[src/rtl/goertzel_pkg.sv]
// rtl/goertzel_pkg.sv - shared FSM encodings, Q2.14 constants and width defaults
package goertzel_pkg;

  localparam int DEF_NUM_BINS = 4;
  localparam int DEF_BIN_BITS = 2;
  localparam int DEF_COEF_W   = 16;
  localparam int DEF_ACC_W    = 16;

  // Q2.14: 2 integer bits (incl. sign), 14 fractional bits
  localparam int          Q_FRAC_BITS = 14;
  localparam logic [15:0] Q2_14_ONE   = 16'h4000;
  localparam logic [15:0] Q2_14_ZERO  = 16'h0000;

  typedef enum logic [1:0] {
    ST_IDLE = 2'd0,
    ST_LOAD = 2'd1,
    ST_WAIT = 2'd2,
    ST_EMIT = 2'd3
  } state_t;

endpackage

[src/rtl/goertzel_bin_scheduler_if.sv]
// rtl/goertzel_bin_scheduler_if.sv - control, loop-core and result signals of the bin scheduler
// BIN_MASK_EN adds the per-frame bin_mask input.
interface goertzel_bin_scheduler_if
  import goertzel_pkg::*;
#(
  parameter int NUM_BINS = DEF_NUM_BINS,
  parameter int BIN_BITS = DEF_BIN_BITS,
  parameter int COEF_W   = DEF_COEF_W,
  parameter int ACC_W    = DEF_ACC_W
) ();

  logic                enable;
  logic                frame_rdy;
  logic                frame_bank;
  logic                cfg_wr_en;
  logic [BIN_BITS-1:0] cfg_wr_addr;
  logic [COEF_W-1:0]   cfg_wr_data;
  logic                ovr_clr;
  logic                core_start;
  logic [COEF_W-1:0]   core_coeff;
  logic                core_done;
  logic [ACC_W-1:0]    core_t1;
  logic [ACC_W-1:0]    core_t2;
  logic                rd_bank;
  logic                res_valid;
  logic                res_ready;
  logic [BIN_BITS-1:0] res_bin;
  logic [ACC_W-1:0]    res_t1;
  logic [ACC_W-1:0]    res_t2;
  logic                busy;
  logic                frame_done;
  logic                overrun;
`ifdef BIN_MASK_EN
  logic [NUM_BINS-1:0] bin_mask;
`endif

  modport master (
    input  enable, frame_rdy, frame_bank, cfg_wr_en, cfg_wr_addr, cfg_wr_data, ovr_clr,
    input  core_done, core_t1, core_t2, res_ready,
`ifdef BIN_MASK_EN
    input  bin_mask,
`endif
    output core_start, core_coeff, rd_bank, res_valid, res_bin, res_t1, res_t2,
    output busy, frame_done, overrun
  );

  modport slave (
    output enable, frame_rdy, frame_bank, cfg_wr_en, cfg_wr_addr, cfg_wr_data, ovr_clr,
    output core_done, core_t1, core_t2, res_ready,
`ifdef BIN_MASK_EN
    output bin_mask,
`endif
    input  core_start, core_coeff, rd_bank, res_valid, res_bin, res_t1, res_t2,
    input  busy, frame_done, overrun
  );

endinterface

[src/rtl/goertzel_coef_table.sv]
// rtl/goertzel_coef_table.sv - NUM_BINS x COEF_W coefficient register file, sync write, async read
module goertzel_coef_table
  import goertzel_pkg::*;
#(
  parameter int NUM_BINS = DEF_NUM_BINS,
  parameter int BIN_BITS = DEF_BIN_BITS,
  parameter int COEF_W   = DEF_COEF_W
) (
  input  logic                sys_clk,
  input  logic                sys_rst_n,
  input  logic                i_en,
  input  logic                i_wr_en,
  input  logic [BIN_BITS-1:0] i_wr_addr,
  input  logic [COEF_W-1:0]   i_wr_data,
  input  logic [BIN_BITS-1:0] i_rd_addr,
  output logic [COEF_W-1:0]   o_rd_data
);

  logic [COEF_W-1:0] r_mem [NUM_BINS];
  logic              w_addr_ok;

  // Indices past the last bin are silently dropped
  assign w_addr_ok = int'(i_wr_addr) < NUM_BINS;

  always_ff @(posedge sys_clk) begin
    if (!sys_rst_n) begin
      for (int i = 0; i < NUM_BINS; i++) r_mem[i] <= '0;
    end else if (i_en && i_wr_en && w_addr_ok) begin
      r_mem[i_wr_addr] <= i_wr_data;
    end
  end

  assign o_rd_data = r_mem[i_rd_addr];

endmodule

[src/rtl/goertzel_bin_scheduler.sv]
// rtl/goertzel_bin_scheduler.sv - runs the shared Goertzel loop core over every bin of each filled bank
// BIN_MASK_EN: per-frame bin_mask selects which bins are evaluated.
module goertzel_bin_scheduler
  import goertzel_pkg::*;
#(
  parameter int NUM_BINS = DEF_NUM_BINS,
  parameter int BIN_BITS = DEF_BIN_BITS,
  parameter int COEF_W   = DEF_COEF_W,
  parameter int ACC_W    = DEF_ACC_W
) (
  input logic                      sys_clk,
  input logic                      sys_rst_n,
  goertzel_bin_scheduler_if.master bus
);

  state_t              r_state, w_state_nxt;
  logic [BIN_BITS-1:0] r_bin;
  logic                r_core_start;
  logic [COEF_W-1:0]   r_core_coeff;
  logic                r_rd_bank;
  logic                r_res_valid;
  logic [BIN_BITS-1:0] r_res_bin;
  logic [ACC_W-1:0]    r_res_t1;
  logic [ACC_W-1:0]    r_res_t2;
  logic                r_frame_done;
  logic                r_overrun;

  logic [COEF_W-1:0]   w_coef;
  logic [NUM_BINS-1:0] w_mask_now;
  logic [NUM_BINS-1:0] w_mask_run;
  logic [BIN_BITS:0]   w_first;
  logic [BIN_BITS:0]   w_next;
  logic                w_start, w_load, w_capture, w_accept;

`ifdef BIN_MASK_EN
  logic [NUM_BINS-1:0] r_mask;
  assign w_mask_now = bus.bin_mask;
  assign w_mask_run = r_mask;
`else
  assign w_mask_now = '1;
  assign w_mask_run = '1;
`endif

  // Lowest enabled bin at or above start; MSB flags that one exists
  function automatic logic [BIN_BITS:0] find_from(input logic [NUM_BINS-1:0] m, input int start);
    find_from = '0;
    for (int i = NUM_BINS - 1; i >= 0; i--) begin
      if (i >= start && m[i]) find_from = {1'b1, BIN_BITS'(i)};
    end
  endfunction

  assign w_first = find_from(w_mask_now, 0);
  assign w_next  = find_from(w_mask_run, int'(r_bin) + 1);

  goertzel_coef_table #(
    .NUM_BINS (NUM_BINS),
    .BIN_BITS (BIN_BITS),
    .COEF_W   (COEF_W)
  ) u_coef_table (
    .sys_clk   (sys_clk),
    .sys_rst_n (sys_rst_n),
    .i_en      (bus.enable),
    .i_wr_en   (bus.cfg_wr_en),
    .i_wr_addr (bus.cfg_wr_addr),
    .i_wr_data (bus.cfg_wr_data),
    .i_rd_addr (r_bin),
    .o_rd_data (w_coef)
  );

  always_ff @(posedge sys_clk) begin
    if (!sys_rst_n)      r_state <= ST_IDLE;
    else if (bus.enable) r_state <= w_state_nxt;
  end

  always_comb begin
    w_state_nxt = r_state;
    w_start     = 1'b0;
    w_load      = 1'b0;
    w_capture   = 1'b0;
    w_accept    = 1'b0;
    case (r_state)
      ST_IDLE: begin
        if (bus.frame_rdy) begin
          w_start = 1'b1;
          if (w_first[BIN_BITS]) w_state_nxt = ST_LOAD;
        end
      end
      ST_LOAD: begin
        w_load      = 1'b1;
        w_state_nxt = ST_WAIT;
      end
      ST_WAIT: begin
        // done is ignored in the start cycle so a stale level cannot complete the new run
        if (!r_core_start && bus.core_done) begin
          w_capture   = 1'b1;
          w_state_nxt = ST_EMIT;
        end
      end
      ST_EMIT: begin
        if (bus.res_ready) begin
          w_accept    = 1'b1;
          w_state_nxt = w_next[BIN_BITS] ? ST_LOAD : ST_IDLE;
        end
      end
      default: w_state_nxt = ST_IDLE;
    endcase
  end

  always_ff @(posedge sys_clk) begin
    if (!sys_rst_n) begin
      r_bin        <= '0;
      r_core_start <= 1'b0;
      r_core_coeff <= '0;
      r_rd_bank    <= 1'b0;
      r_res_valid  <= 1'b0;
      r_res_bin    <= '0;
      r_res_t1     <= '0;
      r_res_t2     <= '0;
      r_frame_done <= 1'b0;
      r_overrun    <= 1'b0;
`ifdef BIN_MASK_EN
      r_mask       <= '0;
`endif
    end else if (bus.enable) begin
      r_core_start <= w_load;
      r_frame_done <= 1'b0;
      if (bus.frame_rdy && r_state != ST_IDLE) r_overrun <= 1'b1;
      else if (bus.ovr_clr)                    r_overrun <= 1'b0;
      if (w_start) begin
        r_rd_bank    <= bus.frame_bank;
        r_bin        <= w_first[BIN_BITS-1:0];
        r_frame_done <= !w_first[BIN_BITS];
`ifdef BIN_MASK_EN
        r_mask       <= bus.bin_mask;
`endif
      end
      // 2*cos(w) by left shift; wraps for |cos| >= 1
      if (w_load) r_core_coeff <= {w_coef[COEF_W-2:0], 1'b0};
      if (w_capture) begin
        r_res_t1    <= bus.core_t1;
        r_res_t2    <= bus.core_t2;
        r_res_bin   <= r_bin;
        r_res_valid <= 1'b1;
      end
      if (w_accept) begin
        r_res_valid <= 1'b0;
        if (w_next[BIN_BITS]) r_bin        <= w_next[BIN_BITS-1:0];
        else                  r_frame_done <= 1'b1;
      end
    end
  end

  assign bus.core_start = r_core_start;
  assign bus.core_coeff = r_core_coeff;
  assign bus.rd_bank    = r_rd_bank;
  assign bus.res_valid  = r_res_valid;
  assign bus.res_bin    = r_res_bin;
  assign bus.res_t1     = r_res_t1;
  assign bus.res_t2     = r_res_t2;
  assign bus.busy       = (r_state != ST_IDLE);
  assign bus.frame_done = r_frame_done;
  assign bus.overrun    = r_overrun;

endmodule

[src/flat_wrapper.sv]
// flat-port wrapper written by rule: the top's interface ports become plain ports
module goertzel_bin_scheduler_flat import goertzel_pkg::*;
#(
  parameter int NUM_BINS = DEF_NUM_BINS,
  parameter int BIN_BITS = DEF_BIN_BITS,
  parameter int COEF_W   = DEF_COEF_W,
  parameter int ACC_W    = DEF_ACC_W
)
  (sys_clk, sys_rst_n, bus_enable, bus_frame_rdy, bus_frame_bank, bus_cfg_wr_en, bus_cfg_wr_addr, bus_cfg_wr_data, bus_ovr_clr, bus_core_done, bus_core_t1, bus_core_t2, bus_res_ready, bus_core_start, bus_core_coeff, bus_rd_bank, bus_res_valid, bus_res_bin, bus_res_t1, bus_res_t2, bus_busy, bus_frame_done, bus_overrun);
  goertzel_bin_scheduler_if #(.NUM_BINS(NUM_BINS), .BIN_BITS(BIN_BITS), .COEF_W(COEF_W), .ACC_W(ACC_W)) bus_i ();
  input logic sys_clk;
  input logic sys_rst_n;
  input wire logic [$bits(bus_i.enable)-1:0] bus_enable;
  input wire logic [$bits(bus_i.frame_rdy)-1:0] bus_frame_rdy;
  input wire logic [$bits(bus_i.frame_bank)-1:0] bus_frame_bank;
  input wire logic [$bits(bus_i.cfg_wr_en)-1:0] bus_cfg_wr_en;
  input wire logic [$bits(bus_i.cfg_wr_addr)-1:0] bus_cfg_wr_addr;
  input wire logic [$bits(bus_i.cfg_wr_data)-1:0] bus_cfg_wr_data;
  input wire logic [$bits(bus_i.ovr_clr)-1:0] bus_ovr_clr;
  input wire logic [$bits(bus_i.core_done)-1:0] bus_core_done;
  input wire logic [$bits(bus_i.core_t1)-1:0] bus_core_t1;
  input wire logic [$bits(bus_i.core_t2)-1:0] bus_core_t2;
  input wire logic [$bits(bus_i.res_ready)-1:0] bus_res_ready;
  output wire logic [$bits(bus_i.core_start)-1:0] bus_core_start;
  output wire logic [$bits(bus_i.core_coeff)-1:0] bus_core_coeff;
  output wire logic [$bits(bus_i.rd_bank)-1:0] bus_rd_bank;
  output wire logic [$bits(bus_i.res_valid)-1:0] bus_res_valid;
  output wire logic [$bits(bus_i.res_bin)-1:0] bus_res_bin;
  output wire logic [$bits(bus_i.res_t1)-1:0] bus_res_t1;
  output wire logic [$bits(bus_i.res_t2)-1:0] bus_res_t2;
  output wire logic [$bits(bus_i.busy)-1:0] bus_busy;
  output wire logic [$bits(bus_i.frame_done)-1:0] bus_frame_done;
  output wire logic [$bits(bus_i.overrun)-1:0] bus_overrun;
  assign bus_i.enable = bus_enable;
  assign bus_i.frame_rdy = bus_frame_rdy;
  assign bus_i.frame_bank = bus_frame_bank;
  assign bus_i.cfg_wr_en = bus_cfg_wr_en;
  assign bus_i.cfg_wr_addr = bus_cfg_wr_addr;
  assign bus_i.cfg_wr_data = bus_cfg_wr_data;
  assign bus_i.ovr_clr = bus_ovr_clr;
  assign bus_i.core_done = bus_core_done;
  assign bus_i.core_t1 = bus_core_t1;
  assign bus_i.core_t2 = bus_core_t2;
  assign bus_i.res_ready = bus_res_ready;
  assign bus_core_start = bus_i.core_start;
  assign bus_core_coeff = bus_i.core_coeff;
  assign bus_rd_bank = bus_i.rd_bank;
  assign bus_res_valid = bus_i.res_valid;
  assign bus_res_bin = bus_i.res_bin;
  assign bus_res_t1 = bus_i.res_t1;
  assign bus_res_t2 = bus_i.res_t2;
  assign bus_busy = bus_i.busy;
  assign bus_frame_done = bus_i.frame_done;
  assign bus_overrun = bus_i.overrun;
  goertzel_bin_scheduler #(.NUM_BINS(NUM_BINS), .BIN_BITS(BIN_BITS), .COEF_W(COEF_W), .ACC_W(ACC_W)) u_core (.sys_clk(sys_clk), .sys_rst_n(sys_rst_n), .bus(bus_i));
endmodule
[config.mk]
export PLATFORM = sky130hd
export DESIGN_NAME = goertzel_bin_scheduler_flat
export DESIGN_NICKNAME = d
export VERILOG_FILES = /design/src/rtl/goertzel_pkg.sv /design/src/rtl/goertzel_bin_scheduler_if.sv /design/src/rtl/goertzel_coef_table.sv /design/src/rtl/goertzel_bin_scheduler.sv /design/src/flat_wrapper.sv
export SDC_FILE = /design/constraint.sdc
export NUM_CORES = 1
export LEC_CHECK = 0
export ABC_AREA = 1
export BUFFER_PORTS_ARGS = -buffer_cell sky130_fd_sc_hd__buf_2
export CORE_ASPECT_RATIO = 0.5
export CORE_MARGIN = 8
export CORE_UTILIZATION = 58
export DETAILED_ROUTE_END_ITERATION = 7
export GPL_ROUTABILITY_DRIVEN = 0
export PLACE_DENSITY = 0.92
export SYNTH_ARGS = -nofsm -noshare
export SYNTH_HDL_FRONTEND = slang
export SYNTH_SLANG_ARGS = --single-unit
export TNS_END_PERCENT = 50
[constraint.sdc]
create_clock -name sys_clk -period 4 [get_ports sys_clk]
set_input_delay 0.2 -clock sys_clk [delete_from_list [all_inputs] [get_ports sys_clk]]
set_output_delay 0.2 -clock sys_clk [all_outputs]
set_load 0.02 [all_outputs]
==> results.yml <==
logic_synthesis:
  yosysTopAreaCell: "edfxtp_1"
  synthTopCellsByArea: "edfxtp_1 (36%), dfxtp_1 (23%), nor2_1 (13%), o21ai_0 (5.7%), nor2_2 (3.8%)"
  avgSynthCellArea_um2: 8.91
  yosys-top-cells-count: "nor2_1 (176), edfxtp_1 (60), dfxtp_1 (58), o21ai_0 (58), inv_1 (42)"
  synth_edf_count: 60
  synth.area.mux_share_pct: 0
  synth_cells: 569
  netlist.area_leader.share_pct: 35.6
  synth_xor_area_share_pct: 0
  yosysMostFrequentCell: "nor2_1"
  synthSimpleGateAreaFrac_pct: 24.4
  synth_fa_ha_area_share_pct: 1.73
  synth_cell_types: 26
  synth_top_family_by_area: "simple AND/OR/NAND/NOR gates"
  synthFlopType: "edfxtp_1"
  yosysWarnings: 0
  ys_ff_latch: 118
  async_reset_ff_share_pct: 0
  synth_nets: 635
  ys_seq_area_share_pct: 58.5
  syn-cell-area_um2: 5070
  synth_compound_area_share_pct: 7.70
global_routing:
  grt_pass1_vias: 4143
  grt-ovfl-total: 0
  grt_pass1_wl_um: 19800
  gr-usage-all-layers_pct: 20.9
  grt_max_degree: 45
  antenna_found_initial: 0
cts:
  ctsHoldBuffers: 0
  clk_pin_slew_ns: 0.05
  htree_levels: 4
  clock_sinks: 118
  post_cts_resized: 0
  cts_tree: "done"
  clk-insertion-delay-late_ns: 0.40
  cts_made_buffers: 17
  cts.path.max_buffers: 2
  postCtsSetupBuffers: 0
  ctsRootBufferMaster: "clkbuf_16"
critical_path:
  crit_type: "register to register"
  start_kind: "register"
  crit_end: "u_core.bus.res_t2[4]"
  crit_chain: "inv_1 -> ha_1 -> nand2_4 -> nor2_4 -> inv_4 -> nor2_2 -> nor2_1"
  r2r-end: "u_core.bus.res_t2[4]"
  crit_buf_inv: 2
  r2r_slack_ns: 1.83
  timing.rr.start: "u_core.r_state[0]"
  startpoint: "u_core.r_state[0]"
  worst_ep_required_time_ns: 4.29
  slowest_delay_ns: 0.63
  worstPathArrival_ns: 2.46
  crit_slowest_cell: "nor2_4"
  crit_cells: 7
  endpoint_kind: "register"
  crit_fanout: 38
  worst-r2r-cell-count: 7
  path_delay_family: "simple AND/OR/NAND/NOR gates"
power:
  seq_power_share_pct: 43.9
  switching_share_pct: 23.9
  power_frac_clock_pct: 47.2
  power.internal_uw: 2380
  ir_drop_mv: 0.343
  pwr-share-comb_pct: 8.9
  p_switching_uw: 748
  p_leak_uw: 0.00284
  p_per_area_nw_per_um2: 508
routing:
  drt_iter0_drc: 357
  final_antenna_net_count: 0
  viasPerCell: 5.22
  avgRoutedWirePerCell_um: 15.5
  wl_um: 12400
  vias: 4174
  drc: 0
  drt_pass1_iterations: 5
place:
  port_buffers: 112
  place_area_um2: 5580
  hpwl_um: 7730
floorplan:
  fp.dieArea_um2: 12200
  fp.dieH_um: 82.1
  rows: 24
  die_w_um: 148
  core_area_um2: 8590
  io_pins: 115
  initial_core_util_pct: 59.0
layout:
  final_net_count: 735
  syn_to_final_growth_pct: 21.5
  antenna_cells: 0
  layout-drive-gt1-share_pct: 26.7
  post-route-util_pct: 71.7
  final_cell_area_um2: 6150
sta:
  setup_viol: 0
  rsz0062_at_grt: "no"
  max_freq_ghz: 0.461
  setup-tns-final_ns: 0
  fin_crit_sh_pct: 54.3
  slew_headroom_pct: 31.8
  hold_viol_final: 0
  skew_ns: 0.00770
  min_period_ns: 2.17
  final_max_slew_viol_count: 0
  worst_slew_pin_slew_ns: 1.02
job:
  maxCapViolations: 0
hold_path:
  worstHoldPathType: "input pin to register"
outcome:
  status: "finished, final reports clean"
sequential cells by signal, summed over array words and instances, names as in the netlist:
register                   flops
u_core.bus.frame_done          1
u_core.bus.overrun             1
u_core.bus.res_bin             2
u_core.r_bin                   2
u_core.bus.core_start          1
u_core.bus.res_t2             16
u_core.bus.res_valid           1
u_core.bus.core_coeff         15
u_core.bus.rd_bank             1
u_core.bus.res_t1             16
u_core.u_coef_table.r_mem     60
u_core.r_state                 2
power by group through the flow:
stage / logic (uW) / clock network (uW) / registers, uW
after floorplan: 147 / 0 / 1430
after global placement: 270 / 0 / 1390
after detailed placement: 277 / 0 / 1400
after CTS: 280 / 1480 / 1370
after global routing: 310 / 1530 / 1380
final: 278 / 1480 / 1370
worst reg2reg max path, cell delays in order (launching register included):
cell,delay [ns]
dfxtp_1,0.34
inv_1,0.15
ha_1,0.24
nand2_4,0.07
nor2_4,0.63
inv_4,0.38
nor2_2,0.21
nor2_1,0.06
metrics by stage:
stage	hold slack [ns]	total power (uW)	worst slack, ns	instances
after floorplan	0.328	1580	2.03	569
after global placement	0.423	1660	1.81	767
after detailed placement	0.433	1670	1.78	767
after CTS	0.0142	3130	1.82	799
after global routing	0.0200	3220	1.58	799
final	0.0212	3130	1.83	799
worst min path at each step:
stage,start,endpoint,cells past startpoint
global placement,bus_core_t1[1],u_core.bus.res_t1[1],3
CTS,bus_core_t2[6],u_core.bus.res_t2[6],3
finish,bus_core_t2[6],u_core.bus.res_t2[6],3
detailed placement,bus_core_t1[1],u_core.bus.res_t1[1],3
floorplan,bus_core_t1[10],u_core.bus.res_t1[10],2
global route,bus_core_t2[6],u_core.bus.res_t2[6],3
placed cells by master, fill, tap and decap left out:
master / n
nand3_1: 20
clkbuf_8: 2
clkinvlp_4: 2
nand3_4: 1
nand2_2: 2
clkinv_2: 3
a21oi_1: 10
clkinv_1: 2
inv_1: 42
clkinv_4: 1
inv_2: 2
buf_4: 3
o21ai_0: 57
nor2_2: 31
nor2_1: 176
o21ai_1: 11
ha_1: 7
nor3_1: 15
clkbuf_1: 4
conb_1: 1
nand2_1: 36
nor2_4: 2
nand2_4: 1
inv_4: 1
bufinv_16: 2
buf_2: 112
edfxtp_1: 60
clkbuf_16: 17
nand4_1: 1
dfxtp_1: 58
cells by family (layout without fill, tap and decap cells):
family | count (synthesis) | in the layout
AOI/OAI and AO/OA | 78 | 78
adders and majority gates | 7 | 7
buffers and inverters | 80 | 193
DFF | 118 | 118
other | 1 | 1
and+or+nand+nor | 285 | 285
layout make-up:
type | instances | area [um2]
clock inverters | 9 | 103
flip-flops and latches | 118 | 2960
multi-input cells | 371 | 1720
fillers | 618 | 2430
repair buffers | 115 | 583
well taps | 117 | 146
inverters | 46 | 175
clock buffers | 23 | 468
layer usage:
| layer | up-vias | wire (um) | track usage (%) |
|---|---|---|---|
| li1 | 2027 | - | - |
| met1 | 1922 | 4850 | 23.1 |
| met2 | 202 | 5990 | 35.8 |
| met3 | 23 | 1360 | 8.43 |
| met4 | 0 | 202 | 9.69 |
| met5 | - | 0 | 0 |
Power figures use the tool's default switching activity.
